`config.mk`:
```
export PLATFORM = sky130hd
export DESIGN_NAME = wb_dma_periph_fifo_flat
export DESIGN_NICKNAME = d
export VERILOG_FILES = /design/src/rtl/wb_dma_periph_fifo_if.sv /design/src/rtl/wb_dma_periph_fifo.sv /design/src/flat_wrapper.sv
export SDC_FILE = /design/constraint.sdc
export NUM_CORES = 1
export LEC_CHECK = 0
export ABC_CLOCK_PERIOD_IN_PS = 6980
export BUFFER_PORTS_ARGS = -buffer_cell sky130_fd_sc_hd__buf_2
export CORE_UTILIZATION = 60
export CTS_CLUSTER_SIZE = 10
export DETAILED_ROUTE_END_ITERATION = 16
export HOLD_SLACK_MARGIN = 0.12
export PLACE_DENSITY = 0.82
export SLEW_MARGIN = 30
export SYNTH_ARGS = -nofsm -noshare
export SYNTH_HDL_FRONTEND = slang
export SYNTH_SLANG_ARGS = --single-unit
```
`constraint.sdc`:
```
create_clock -name clk -period 6.98 [get_ports clk]
set_input_delay 0 -clock clk [delete_from_list [all_inputs] [get_ports clk]]
set_output_delay 0 -clock clk [all_outputs]
set_load 0.01 [all_outputs]
```
`src/rtl/wb_dma_periph_fifo_if.sv`:
```
// 32-bit Wishbone classic bus bundle shared by the DMA master and its
// slave-side peripherals.
interface wb_if;
    logic [31:0] ADR;
    logic [31:0] DAT_W;
    logic [31:0] DAT_R;
    logic [3:0]  SEL;
    logic        WE;
    logic        CYC;
    logic        STB;
    logic        ACK;
    logic        ERR;

    modport slave (
        input  ADR, DAT_W, SEL, WE, CYC, STB,
        output DAT_R, ACK, ERR
    );

    modport master (
        output ADR, DAT_W, SEL, WE, CYC, STB,
        input  DAT_R, ACK, ERR
    );
endinterface

```
`src/rtl/wb_dma_periph_fifo.sv`:
```
// Wishbone slave transmit FIFO filled by a DMA channel through a req/ack
// handshake and drained to a first-word-fall-through valid/ready stream.
module wb_dma_periph_fifo #(
    parameter int DEPTH = 16,
    parameter int BURST = 4
) (
    input  logic        clk,
    input  logic        rst_i,
    wb_if.slave         wbs,
    output logic        dma_req_o,
    input  logic        dma_ack_i,
    output logic        dout_valid,
    output logic [31:0] dout_data,
    input  logic        dout_ready
);

    localparam int AW = $clog2(DEPTH);
    localparam int LW = $clog2(DEPTH + 1);
    localparam logic [LW-1:0] DEPTH_L = LW'(DEPTH);
    localparam logic [LW-1:0] BURST_L = LW'(BURST);
    localparam logic [LW-1:0] LVL_ONE = {{(LW-1){1'b0}}, 1'b1};
    localparam logic [AW-1:0] PTR_ONE = {{(AW-1){1'b0}}, 1'b1};

    localparam logic [1:0] A_DATA   = 2'd0;
    localparam logic [1:0] A_STATUS = 2'd1;
    localparam logic [1:0] A_CTRL   = 2'd2;

    typedef enum logic [1:0] {
        ST_IDLE = 2'd0,
        ST_REQ  = 2'd1,
        ST_GAP  = 2'd2
    } state_t;

    logic [31:0]   mem_r [DEPTH];
    logic [AW-1:0] wr_ptr_r;
    logic [AW-1:0] rd_ptr_r;
    logic [LW-1:0] level_r;
    logic          enable_r;
    logic          ovf_r;
    logic          ack_r;
    logic          err_r;
    logic [31:0]   dat_r_r;
    logic          req_r;
    state_t        state_r;
    state_t        state_next_s;

    logic          resp_s;
    logic          full_s;
    logic          empty_s;
    logic          data_wr_s;
    logic          ctrl_wr_s;
    logic          push_s;
    logic          pop_s;
    logic          flush_s;
    logic          ovf_set_s;
    logic          ovf_clr_s;
    logic [LW-1:0] free_s;
    logic [31:0]   status_s;
    logic [31:0]   rdata_s;

    // Address bits and byte lanes that the register map never decodes.
    wire unused_s = ^{wbs.SEL, wbs.ADR[31:4], wbs.ADR[1:0]};

    // Bus decode, FIFO strobes and the STATUS word.
    always_comb begin
        resp_s    = wbs.CYC & wbs.STB & ~ack_r & ~err_r;
        full_s    = (level_r == DEPTH_L);
        empty_s   = (level_r == {LW{1'b0}});
        data_wr_s = resp_s & wbs.WE & (wbs.ADR[3:2] == A_DATA);
        ctrl_wr_s = resp_s & wbs.WE & (wbs.ADR[3:2] == A_CTRL);
        push_s    = data_wr_s & ~full_s;
        ovf_set_s = data_wr_s & full_s;
        flush_s   = ctrl_wr_s & wbs.DAT_W[2];
        ovf_clr_s = ctrl_wr_s & wbs.DAT_W[1];
        pop_s     = ~empty_s & dout_ready;
        free_s    = DEPTH_L - level_r;

        status_s       = 32'd0;
        status_s[8:0]  = 9'(level_r);
        status_s[16]   = full_s;
        status_s[17]   = empty_s;
        status_s[18]   = ovf_r;
        status_s[19]   = req_r;
    end

    // Read-data mux; DATA and the reserved slot read as zero.
    always_comb begin
        rdata_s = 32'd0;
        case (wbs.ADR[3:2])
            A_STATUS: rdata_s = status_s;
            A_CTRL:   rdata_s = {31'd0, enable_r};
            default:  rdata_s = 32'd0;
        endcase
    end

    // Single-cycle ACK/ERR pulse; ERR only for a DATA write into a full FIFO.
    always_ff @(posedge clk) begin
        if (rst_i) begin
            ack_r   <= 1'b0;
            err_r   <= 1'b0;
            dat_r_r <= 32'd0;
        end else begin
            ack_r   <= resp_s & ~ovf_set_s;
            err_r   <= ovf_set_s;
            dat_r_r <= (resp_s & ~wbs.WE) ? rdata_s : 32'd0;
        end
    end

    // Storage array; contents need no reset because level gates visibility.
    always_ff @(posedge clk) begin
        if (push_s) begin
            mem_r[wr_ptr_r] <= wbs.DAT_W;
        end
    end

    // Pointers and level; flush overrides a same-cycle pop.
    always_ff @(posedge clk) begin
        if (rst_i || flush_s) begin
            wr_ptr_r <= {AW{1'b0}};
            rd_ptr_r <= {AW{1'b0}};
            level_r  <= {LW{1'b0}};
        end else begin
            if (push_s) begin
                wr_ptr_r <= wr_ptr_r + PTR_ONE;
            end
            if (pop_s) begin
                rd_ptr_r <= rd_ptr_r + PTR_ONE;
            end
            case ({push_s, pop_s})
                2'b10:   level_r <= level_r + LVL_ONE;
                2'b01:   level_r <= level_r - LVL_ONE;
                default: level_r <= level_r;
            endcase
        end
    end

    // CTRL enable and overflow sticky; a new overflow beats a same-cycle clear.
    always_ff @(posedge clk) begin
        if (rst_i) begin
            enable_r <= 1'b0;
            ovf_r    <= 1'b0;
        end else begin
            if (ctrl_wr_s) begin
                enable_r <= wbs.DAT_W[0];
            end
            if (ovf_set_s) begin
                ovf_r <= 1'b1;
            end else if (ovf_clr_s) begin
                ovf_r <= 1'b0;
            end
        end
    end

    // Request FSM next state; once raised, a request is held until acknowledged.
    always_comb begin
        state_next_s = state_r;
        case (state_r)
            ST_IDLE: begin
                if (enable_r && (free_s >= BURST_L)) begin
                    state_next_s = ST_REQ;
                end else begin
                    state_next_s = ST_IDLE;
                end
            end
            ST_REQ: begin
                if (dma_ack_i) begin
                    state_next_s = ST_GAP;
                end else begin
                    state_next_s = ST_REQ;
                end
            end
            ST_GAP:  state_next_s = ST_IDLE;
            default: state_next_s = ST_IDLE;
        endcase
    end

    // State register with the request output registered alongside it.
    always_ff @(posedge clk) begin
        if (rst_i) begin
            state_r <= ST_IDLE;
            req_r   <= 1'b0;
        end else begin
            state_r <= state_next_s;
            req_r   <= (state_next_s == ST_REQ);
        end
    end

    assign wbs.ACK    = ack_r;
    assign wbs.ERR    = err_r;
    assign wbs.DAT_R  = dat_r_r;
    assign dma_req_o  = req_r;
    assign dout_valid = ~empty_s;
    assign dout_data  = mem_r[rd_ptr_r];

endmodule

```
`src/flat_wrapper.sv`:
```
// flat-port wrapper written by rule: the top's interface ports become plain ports
module wb_dma_periph_fifo_flat 
#(
    parameter int DEPTH = 16,
    parameter int BURST = 4
)
  (clk, rst_i, dma_req_o, dma_ack_i, dout_valid, dout_data, dout_ready, wbs_ADR, wbs_DAT_W, wbs_SEL, wbs_WE, wbs_CYC, wbs_STB, wbs_DAT_R, wbs_ACK, wbs_ERR);
  wb_if wbs_i ();
  input  logic clk;
  input  logic rst_i;
  output logic dma_req_o;
  input  logic dma_ack_i;
  output logic dout_valid;
  output logic [31:0] dout_data;
  input  logic dout_ready;
  input wire logic [$bits(wbs_i.ADR)-1:0] wbs_ADR;
  input wire logic [$bits(wbs_i.DAT_W)-1:0] wbs_DAT_W;
  input wire logic [$bits(wbs_i.SEL)-1:0] wbs_SEL;
  input wire logic [$bits(wbs_i.WE)-1:0] wbs_WE;
  input wire logic [$bits(wbs_i.CYC)-1:0] wbs_CYC;
  input wire logic [$bits(wbs_i.STB)-1:0] wbs_STB;
  output wire logic [$bits(wbs_i.DAT_R)-1:0] wbs_DAT_R;
  output wire logic [$bits(wbs_i.ACK)-1:0] wbs_ACK;
  output wire logic [$bits(wbs_i.ERR)-1:0] wbs_ERR;
  assign wbs_i.ADR = wbs_ADR;
  assign wbs_i.DAT_W = wbs_DAT_W;
  assign wbs_i.SEL = wbs_SEL;
  assign wbs_i.WE = wbs_WE;
  assign wbs_i.CYC = wbs_CYC;
  assign wbs_i.STB = wbs_STB;
  assign wbs_DAT_R = wbs_i.DAT_R;
  assign wbs_ACK = wbs_i.ACK;
  assign wbs_ERR = wbs_i.ERR;
  wb_dma_periph_fifo #(.DEPTH(DEPTH), .BURST(BURST)) u_core (.clk(clk), .rst_i(rst_i), .wbs(wbs_i), .dma_req_o(dma_req_o), .dma_ack_i(dma_ack_i), .dout_valid(dout_valid), .dout_data(dout_data), .dout_ready(dout_ready));
endmodule
```
=== Word-level counts from Yosys, hierarchy flattened ===
Memories as Yosys holds them, arrays and structs flattened. A register that Yosys moved wholly into a read port is not among the register bits.
Index checks and enable logic that the tools add are counted.

* $add $sub $neg: 5
* Magnitude comparators: 1
* Reduce and logical (&&, ||, !) cells: 8
* Eq/ne operators: 7
* Mux-type cells: 11
* Bitwise logic cells: 20

{| class="wikitable"
|+ Operator list
! operator !! count
|-
| $pmux 20 s2 || 1
|-
| $and 1x1->1 || 13
|-
| $pmux 5 s2 || 1
|-
| $add 4x1->4 const B || 2
|-
| $eq 2x1->1 const B || 4
|-
| $mux 4 || 2
|-
| $not 1->1 || 7
|-
| $add 5x1->5 const B || 1
|-
| $eq 5x5->1 const B || 1
|-
| $ge 5x3->1 const B || 1
|-
| $logic_not 5->1 || 1
|-
| $mux 1 || 5
|-
| $sub 5x1->5 const B || 1
|-
| $sub 5x5->5 const A || 1
|-
| $eq 2x2->1 const B || 2
|-
| $logic_not 2->1 || 2
|-
| $pmux 2 s2 || 1
|-
| $reduce_bool 2->1 || 2
|-
| $mux 2 || 1
|-
| $reduce_or 2->1 || 1
|-
| $logic_and 1x1->1 || 1
|-
| $logic_or 1x1->1 || 1
|}

* Word-level logic and storage cells: 63
* Memory bits (writable): 512
* Memories: 1
* Flip-flop bits (word level): 52
* Output and inout port bits: 68
* Input port bits: 75

{| class="wikitable"
|+ Memory list
! memory !! depth !! width !! rd ports !! clocked after memory_dff !! write ports !! line !! text
|-
| u_core.mem_r || 16 || 32 || 1 || 1 || 1 || wb_dma_periph_fifo.sv:34 || <nowiki>logic [31:0] mem_r [DEPTH];</nowiki>
|}

=== Depth between registers and ports, before layout ===
Gate-level depths: netlist (run 1).

* Depth in word-level cells: 8
* Depth in mapped cells: 13
* Mapped depth without buffers: 12

=== Worst setup path before layout (run 1) ===
No wires, ideal clock.

* Kind: register to register
* Start point: register u_core.level_r[1]
* End point: memory u_core.mem_r[0][0] (enable)
* Arrival: 4461 ps
* Clock period less this slack: 4963 ps
* Data required time: 6479 ps
* Path buffers: 1
* Setup time: 501 ps
* Slack: 2017 ps
* Cell stages (with the launch flop): 7
* Cells stage by stage: dfxtp_1 > clkbuf_1 > nor4_1 > ha_1 > nor4_4 > inv_2 > nor4_1

* Word-level cells in the longest chain between the ends: 5

{| class="wikitable"
|+ RTL lines
! item !! line !! text
|-
| from (decl) || wb_dma_periph_fifo.sv:37 || <nowiki>logic [LW-1:0] level_r;</nowiki>
|-
| from (signal assigned) || wb_dma_periph_fifo.sv:121 || <nowiki>level_r <= {LW{1'b0}};</nowiki>
|-
| from (signal assigned) || wb_dma_periph_fifo.sv:130 || <nowiki>2'b10: level_r <= level_r + LVL_ONE;</nowiki>
|-
| from (signal assigned) || wb_dma_periph_fifo.sv:131 || <nowiki>2'b01: level_r <= level_r - LVL_ONE;</nowiki>
|-
| $eq 5x5->1 || wb_dma_periph_fifo.sv:67 || <nowiki>full_s = (level_r == DEPTH_L);</nowiki>
|-
| $not 1->1 || wb_dma_periph_fifo.sv:71 || <nowiki>push_s = data_wr_s & ~full_s;</nowiki>
|-
| $and 1x1->1 || wb_dma_periph_fifo.sv:71 ||
|-
| $mux 1 || wb_dma_periph_fifo.sv:111 || <nowiki>if (push_s) begin</nowiki>
|-
| $mux 1 (implied by the code) || wb_dma_periph_fifo.sv:112 || <nowiki>mem_r[wr_ptr_r] <= wbs.DAT_W;</nowiki>
|-
| to (decl) || wb_dma_periph_fifo.sv:34 ||
|}

No other way between the ends.

==> metrics.yaml, run 1 <==
run_status:
  status: "completed"
yosys:
  post_synth.cell_area_avg_um2: 23.2
  yosysTopAreaCell: "edfxtp_1"
  synth_async_sr_flop_share_pct: 0
  synthDistinctLibCells: 44
  synth-edff-count: 512
  yosysTopAreaCellShare_pct: 72.9
  synth_area_leaders: "edfxtp_1, mux4_2, dfxtp_1"
  ys_seq_elements: 545
  syn_inst: 909
  ys.warnings.count: 0
  synth_flop_cell: "edfxtp_1"
  netlist_area_um2: 21100
  ys_seq_area_share_pct: 76.1
clocking:
  root_buffer: "clkbuf_16"
  htreeDepth: 2
  cts_tree: "built"
  clkSinkCount: 545
  clockBufferDepth: 3
  worstSkewPairLatency_ns: 0.57
  cts_repair_resize_count: 0
  postCtsSetupRepairBufs: 0
  clkTransAtPathRegs_ns: 0.05
  cts_buffers: 60
die:
  ioPinCount: 143
  dieArea_um2: 35900
  initial_core_util_pct: 61.0
  die_y_um: 189
  fp.dieW_um: 189
  row_count: 68
  core_area_um2: 34500
worst_setup_path:
  regToRegStartpoint: "u_core.wbs.ERR"
  rr_worst_depth: 11
  r2r_end: "u_core.level_r[4]"
  crit_required_ns: 6.98
  critPathCapture: "dout_data[31]"
  cp_max_fo: 69
  path_class: "flop to primary output"
  ff2ff_setup_slack_ns: 3.54
  cp-start-kind: "flop"
  cp-end-kind: "primary output"
  crit_chain: "buf_4 > mux4_1 > mux4_2 > buf_2"
  cp_slowest_cell: "dfxtp_4"
  slowest_delay_ns: 0.93
  crit_arrival_ns: 3.69
sta:
  max_freq_mhz: 271
  relSlewSlack_pct: 32.9
  tightest_slew_ns: 1.01
  setup_viol: 0
  final-max-slew-violation-count: 0
  final_hold_viol_count: 0
  min_period_ns: 3.69
  grt_setup_unrepaired: "no"
  tns_ns: 0
  finalCritPeriodShare_pct: 52.9
  clock_skew_ns: 0.0148
detailed_routing:
  vias: 10200
  routedWlPerCell_um: 30.7
  drcViolationCount: 0
  drt_pass1_iterations: 5
  drt_wl_total_um: 47600
  vias_per_cell: 6.57
  ant_nets: 0
  drtIter0Drc: 1191
power_and_ir_drop:
  p_sw_share_pct: 21.2
  seqPwrFrac_pct: 51.9
  ir_drop_mv: 0.188
  power_frac_comb_pct: 9.0
  power.density_nw_per_um2: 291
  switchingPower_uw: 1480
  p_total_uw: 6980
  p_clk_share_pct: 39.1
  internal_power_uw: 5510
  p_leak_uw: 0.00766
flow_run:
  cap_violations: 0
placement:
  dp_cells: 1417
  placed_area_um2: 21900
  gp_congestion: 0.770
  io_buffers: 85
  hpwlAfterDp_um: 20600
grt:
  antenna_found_initial: 0
  overflow: 0
  grt_usage_pct: 27.2
  grt_max_degree: 77
  grt_pass1_vias: 10500
  grt_first_pass_wirelength_um: 69100
layout:
  layout.cells.non_filler: 1550
  drive_gt1_share_pct: 29.1
  stdcell_area_um2: 24000
  area_growth_syn_to_layout_pct: 13.8
  n_fill_cell: 2015
  antenna-diode-count: 0
  nNetsFinal: 1157
hold_path:
  min_path_type: "primary input to flop"
-- per-stage QoR --
step,hold slack [ns],setup slack (ns),util (%)
floorplan,0.0989,2.02,-
global placement,0.252,3.74,63.4
detailed placement,0.263,3.69,63.5
CTS,0.248,3.32,69.5
global route,0.282,3.21,69.5
finish,0.300,3.29,69.5
-- power groups by stage --
stage                     combinational, uW  clock [uW]  sequential [uW]
after floorplan                         518           0             3660
after global placement                  559           0             3720
after detailed placement                603           0             3690
after CTS                               637        2760             3620
after global routing                    673        2870             3630
final                                   631        2730             3620
-- Yosys cell counts, drive strengths merged (6+ instances only) --
master  number
clkbuf      26
buf         41
nor2        17
and3         9
a21oi        7
edfxtp     512
mux2i        6
nor4         8
ha          13
and2         9
dfxtp       33
inv         15
nand2        6
mux4       160
-- worst max-delay path, delay by kind of cell (launching register included) --
family	cells	cell delay, ns
muxes	2	1.01
buffers and inverters	2	1.06
DFF	1	0.93
-- flip-flops by register name (all words and copies together) (netlist names), named ones only --
name,count
u_core.dma_req_o,1
u_core.enable_r,1
u_core.level_r,5
u_core.mem_r,512
u_core.ovf_r,1
u_core.rd_ptr_r,4
u_core.state_r,2
u_core.wbs.ACK,1
u_core.wbs.DAT_R,9
u_core.wbs.ERR,1
u_core.wr_ptr_r,4
-- layer usage --
| metal | GRT usage (%) | share of wire, % | up-vias |
|---|---|---|---|
| met5 | 0 | 0 | - |
| met4 | 9.68 | 3.1 | 0 |
| met3 | 4.04 | 8.2 | 111 |
| met2 | 46.8 | 52 | 648 |
| met1 | 35.9 | 37 | 5327 |
| li1 | - | - | 4104 |
-- cells in the final DEF, fill, tap and decap left out, types with 3 or more instances in the layout --
| cell | Yosys | routed |
|---|---|---|
| conb_1 | 1 | 23 |
| nor4_1 | 7 | 3 |
| buf_4 | 24 | 11 |
| ha_1 | 13 | 13 |
| dfxtp_4 | 0 | 3 |
| o21ai_0 | 5 | 5 |
| xnor2_1 | 3 | 3 |
| mux4_1 | 24 | 24 |
| and2_4 | 0 | 7 |
| buf_2 | 1 | 85 |
| nand2_1 | 6 | 6 |
| dfxtp_1 | 33 | 29 |
| mux2i_1 | 6 | 6 |
| nor2_4 | 0 | 4 |
| edfxtp_1 | 512 | 512 |
| mux4_2 | 136 | 136 |
| nor3b_1 | 3 | 3 |
| a21oi_1 | 7 | 7 |
| inv_1 | 13 | 13 |
| nor4_2 | 0 | 4 |
| and3_1 | 9 | 9 |
| nand3_1 | 4 | 4 |
| clkbuf_1 | 25 | 27 |
| xor2_1 | 5 | 5 |
| nor2_1 | 17 | 13 |
| dlygate4sd3_1 | 0 | 45 |
| clkbuf_16 | 0 | 61 |
| nand2b_1 | 3 | 3 |
| nor3_1 | 5 | 5 |
-- worst min path at each step --
stage,cells past startpoint,slack (ns),from,to
5_1_grt,3,0.28,rst_i,u_core.wbs.ACK
3_3_place_gp,3,0.25,dma_ack_i,u_core.state_r[1]
3_5_place_dp,3,0.26,dma_ack_i,u_core.state_r[1]
4_1_cts,3,0.25,rst_i,u_core.wbs.ACK
6_report,3,0.30,rst_i,u_core.wbs.ERR
2_1_floorplan,0,0.1,wbs_DAT_W[0],u_core.mem_r[0][0]
-- cell families after synthesis --
logic type / Yosys count / synth area share [%]
flops: 545 / 76.1
other cells: 1 / 0.0178
buf+inv: 82 / 2.38
compound gates: 19 / 0.564
mux: 166 / 17.8
xor+xnor: 8 / 0.332
simple gates: 75 / 2.06
fa+ha+maj: 13 / 0.772
-- layout make-up --
cell class	instances	area (um2)	share of cell area [%]
inverter	15	56.3	0.235
clock buffer	88	1630	6.78
sequential	545	16000	66.9
tap	455	569	2.37
timing repair buffer	143	998	4.16
multi-input combinational	304	4700	19.6
-- timing repair --
item	CTS	global route
hold buffers	45	0
setup endpoints to repair	0	0
endpoints found under the hold margin	544	0
(Power assumes the default switching activity.)
==> run 2: changes to the inputs <==
--- a/config.mk
+++ b/config.mk
@@ -5,13 +5,13 @@
 export SDC_FILE = /design/constraint.sdc
 export NUM_CORES = 1
 export LEC_CHECK = 0
-export ABC_CLOCK_PERIOD_IN_PS = 6980
+export ABC_CLOCK_PERIOD_IN_PS = 3100
 export BUFFER_PORTS_ARGS = -buffer_cell sky130_fd_sc_hd__buf_2
-export CORE_UTILIZATION = 60
+export CORE_UTILIZATION = 54
 export CTS_CLUSTER_SIZE = 10
 export DETAILED_ROUTE_END_ITERATION = 16
 export HOLD_SLACK_MARGIN = 0.12
-export PLACE_DENSITY = 0.82
+export PLACE_DENSITY = 0.78
 export SLEW_MARGIN = 30
 export SYNTH_ARGS = -nofsm -noshare
 export SYNTH_HDL_FRONTEND = slang
==> constraint.sdc (replaced) <==
create_clock -name clk -period 3.1 [get_ports clk]
set_input_delay 0 -clock clk [delete_from_list [all_inputs] [get_ports clk]]
set_output_delay 0 -clock clk [all_outputs]
set_load 0.01 [all_outputs]
==> metrics.yaml, run 2 (synthesis results as in run 1) <==
run_status:
  status: "completed"
worst_setup_path:
  cp_slowest_cell: "dlygate4sd3_1"
  regToRegStartpoint: "u_core.level_r[3]"
  crit_family: "buffers and inverters"
  cp-start-kind: "primary input"
  timing.critical_path.buf_inv: 6  # +4
  path_class: "primary input to flop"
  slowest_delay_ns: 0.55  # -0.38 ns
  ff2ff_setup_slack_ns: 0.28  # -3.26 ns
  cp-end-kind: "flop"
  crit_arrival_ns: 3.48  # -0.21 ns
  r2r_end: "u_core.level_r[4]"
  cp_max_fo: 4  # -94%
  crit_chain: "dlygate4sd3_1 > buf_2 > inv_1 > ha_1 > dlygate4sd3_1 > inv_1 > nor4_4 > inv_2 > ha_1 > xor2_1 > ha_2 > a21oi_1 > or3b_4 > a31oi_4 > mux2i_1"
  rr_worst_depth: 11  # unchanged
  crit_required_ns: 3.63  # -3.35 ns
detailed_routing:
  drtIter0Drc: 912  # -23%
  ant_nets: 0  # unchanged
  drt_wl_total_um: 44100  # -7.3%
  drt_pass1_iterations: 5  # unchanged
  vias: 9954  # -2.3%
  vias_per_cell: 6.08  # -7.5%
  drcViolationCount: 0  # unchanged
  routedWlPerCell_um: 27.0  # -12%
power_and_ir_drop:
  ir_drop_mv: 0.480  # +160%
  p_leak_uw: 0.00789  # +3.1%
  power.density_nw_per_um2: 642  # +120%
sta:
  relSlewSlack_pct: 51.6  # +19 points
  setup_viol: 0  # unchanged
  clock_skew_ns: 0.0185  # +0.00372 ns
  min_period_ns: 2.95
  finalCritPeriodShare_pct: 95.2
  tightest_slew_ns: 0.716  # -0.291 ns
  grt_setup_unrepaired: "no"
  final-max-slew-violation-count: 0  # unchanged
  max_freq_mhz: 339
  final_hold_viol_count: 0  # unchanged
  worst_slack_ns: 0.148  # -3.14 ns
hold_path:
  whs_endpoint: "u_core.enable_r"
  min_path_type: "primary input to flop"
  hold_start: "rst_i"
  hold_depth: 3  # unchanged
clocking:
  cts_tree: "built"
  root_buffer: "clkbuf_16"
  clockBufferDepth: 3  # unchanged
  htreeDepth: 2  # unchanged
  cts_buffers: 60  # unchanged
  worstSkewPairLatency_ns: 0.61  # +0.04 ns
  clkTransAtPathRegs_ns: 0.06  # about the same
  clkSinkCount: 545  # unchanged
flow_run:
  cap_violations: 0  # unchanged
die:
  fp.dieW_um: 200  # +5.4%
  dieArea_um2: 39800  # +11%
  ioPinCount: 143  # unchanged
  core_area_um2: 38600  # +12%
  row_count: 72  # +5.9%
  die_y_um: 200  # +5.4%
  initial_core_util_pct: 54.7  # -6.4 points
placement:
  placed_area_um2: 22400  # +2.4%
  dp_slack_ns: 0.166  # -3.53 ns
  gp_congestion: 0.755  # -2.0%
  hpwlAfterDp_um: 22900  # +11%
  io_buffers: 85  # unchanged
grt:
  grt_usage_pct: 22.9  # -4.3 points
  grt_max_degree: 87  # +13%
  overflow: 0  # unchanged
  grt_pass1_vias: 10300  # -2.5%
  antenna_found_initial: 0  # unchanged
  grt_first_pass_wirelength_um: 65000  # -5.9%
layout:
  largest_register_ffs: 512  # unchanged
  largest-register: "u_core.mem_r"
  drive_gt1_share_pct: 32.3  # +3.1 points
  most-common-layout-cells: "edfxtp_1, mux4_2, buf_2"
  nNetsFinal: 1194  # +3.2%
  antenna-diode-count: 0  # unchanged
  final_common_cell: "edfxtp_1"
  area_growth_syn_to_layout_pct: 16.6
  stdcell_area_um2: 24600  # +2.4%
[run 2: worst max-delay path by stage]
stage                          to               from  cells after the start  slack [ns]
2_1_floorplan  u_core.mem_r[0][0]  u_core.level_r[1]                      6       -0.53
3_3_place_gp    u_core.level_r[4]  u_core.level_r[0]                     11        0.29
3_5_place_dp    u_core.level_r[4]  u_core.level_r[3]                     10        0.17
4_1_cts         u_core.level_r[4]  u_core.level_r[3]                     10        0.09
5_1_grt         u_core.level_r[4]         wbs_ADR[2]                     15       0.007
6_report        u_core.level_r[4]         wbs_ADR[3]                     15        0.15
[run 2: final cells by class]
type,instances,area (um2)
Inverter,15,56.3
Clock inverter,1,16.3
Sequential cell,545,16000
Multi-Input combinational cell,304,4750
Timing Repair Buffer,180,1460
Fill cell,2507,14000
Clock buffer,74,1610
Tap cell,518,648
[run 2: metrics by stage]
stage          setup TNS [ns]  hold WS (ns)  utilization (%)  instances  total power [uW]
4_1_cts                     0         0.196             63.6       1634             15900
2_1_floorplan          -67.33        0.0989                -        931              9400
6_report                    0         0.247             63.8       1637             15800
3_3_place_gp                0         0.252             58.2       1512              9710
3_5_place_dp                0         0.276             58.2       1512              9740
5_1_grt                     0         0.242             63.8       1637             16300
[run 2: per-layer routing]
| metal | routed length, um | vias up | global-route usage [%] | part of all wire (%) |
|---|---|---|---|---|
| li1 | - | 4169 | - | - |
| met1 | 17900 | 5261 | 31.4 | 41 |
| met2 | 22500 | 460 | 37.9 | 51 |
| met3 | 2780 | 64 | 4.32 | 6.3 |
| met4 | 888 | 0 | 6.56 | 2.0 |
| met5 | 0 | - | 0 | 0 |
[run 2: repair_timing]
action,4_1_cts,5_1_grt
setup buffers,0,3
gates resized for setup,0,6
endpoints found under the setup margin,0,1
hold buffers,47,0
hold endpoints to repair,545,0
[run 2: where the power goes]
| group | internal [uW] | switching [uW] |
|---|---|---|
| sequential | 8070 | 27.1 |
| clock | 3550 | 2590 |
| combinational | 821 | 730 |
| total | 12400 | 3340 |
[run 2: worst register-to-register path, stage by stage, from the launching register on]
cell and delay (ns):
dfxtp_1 0.49, nor4_2 0.11, ha_1 0.26, nor4_4 0.34, inv_2 0.07, ha_1 0.21, xor2_1 0.17, ha_2 0.23
a21oi_1 0.08, or3b_4 0.40, a31oi_4 0.19, mux2i_1 0.20
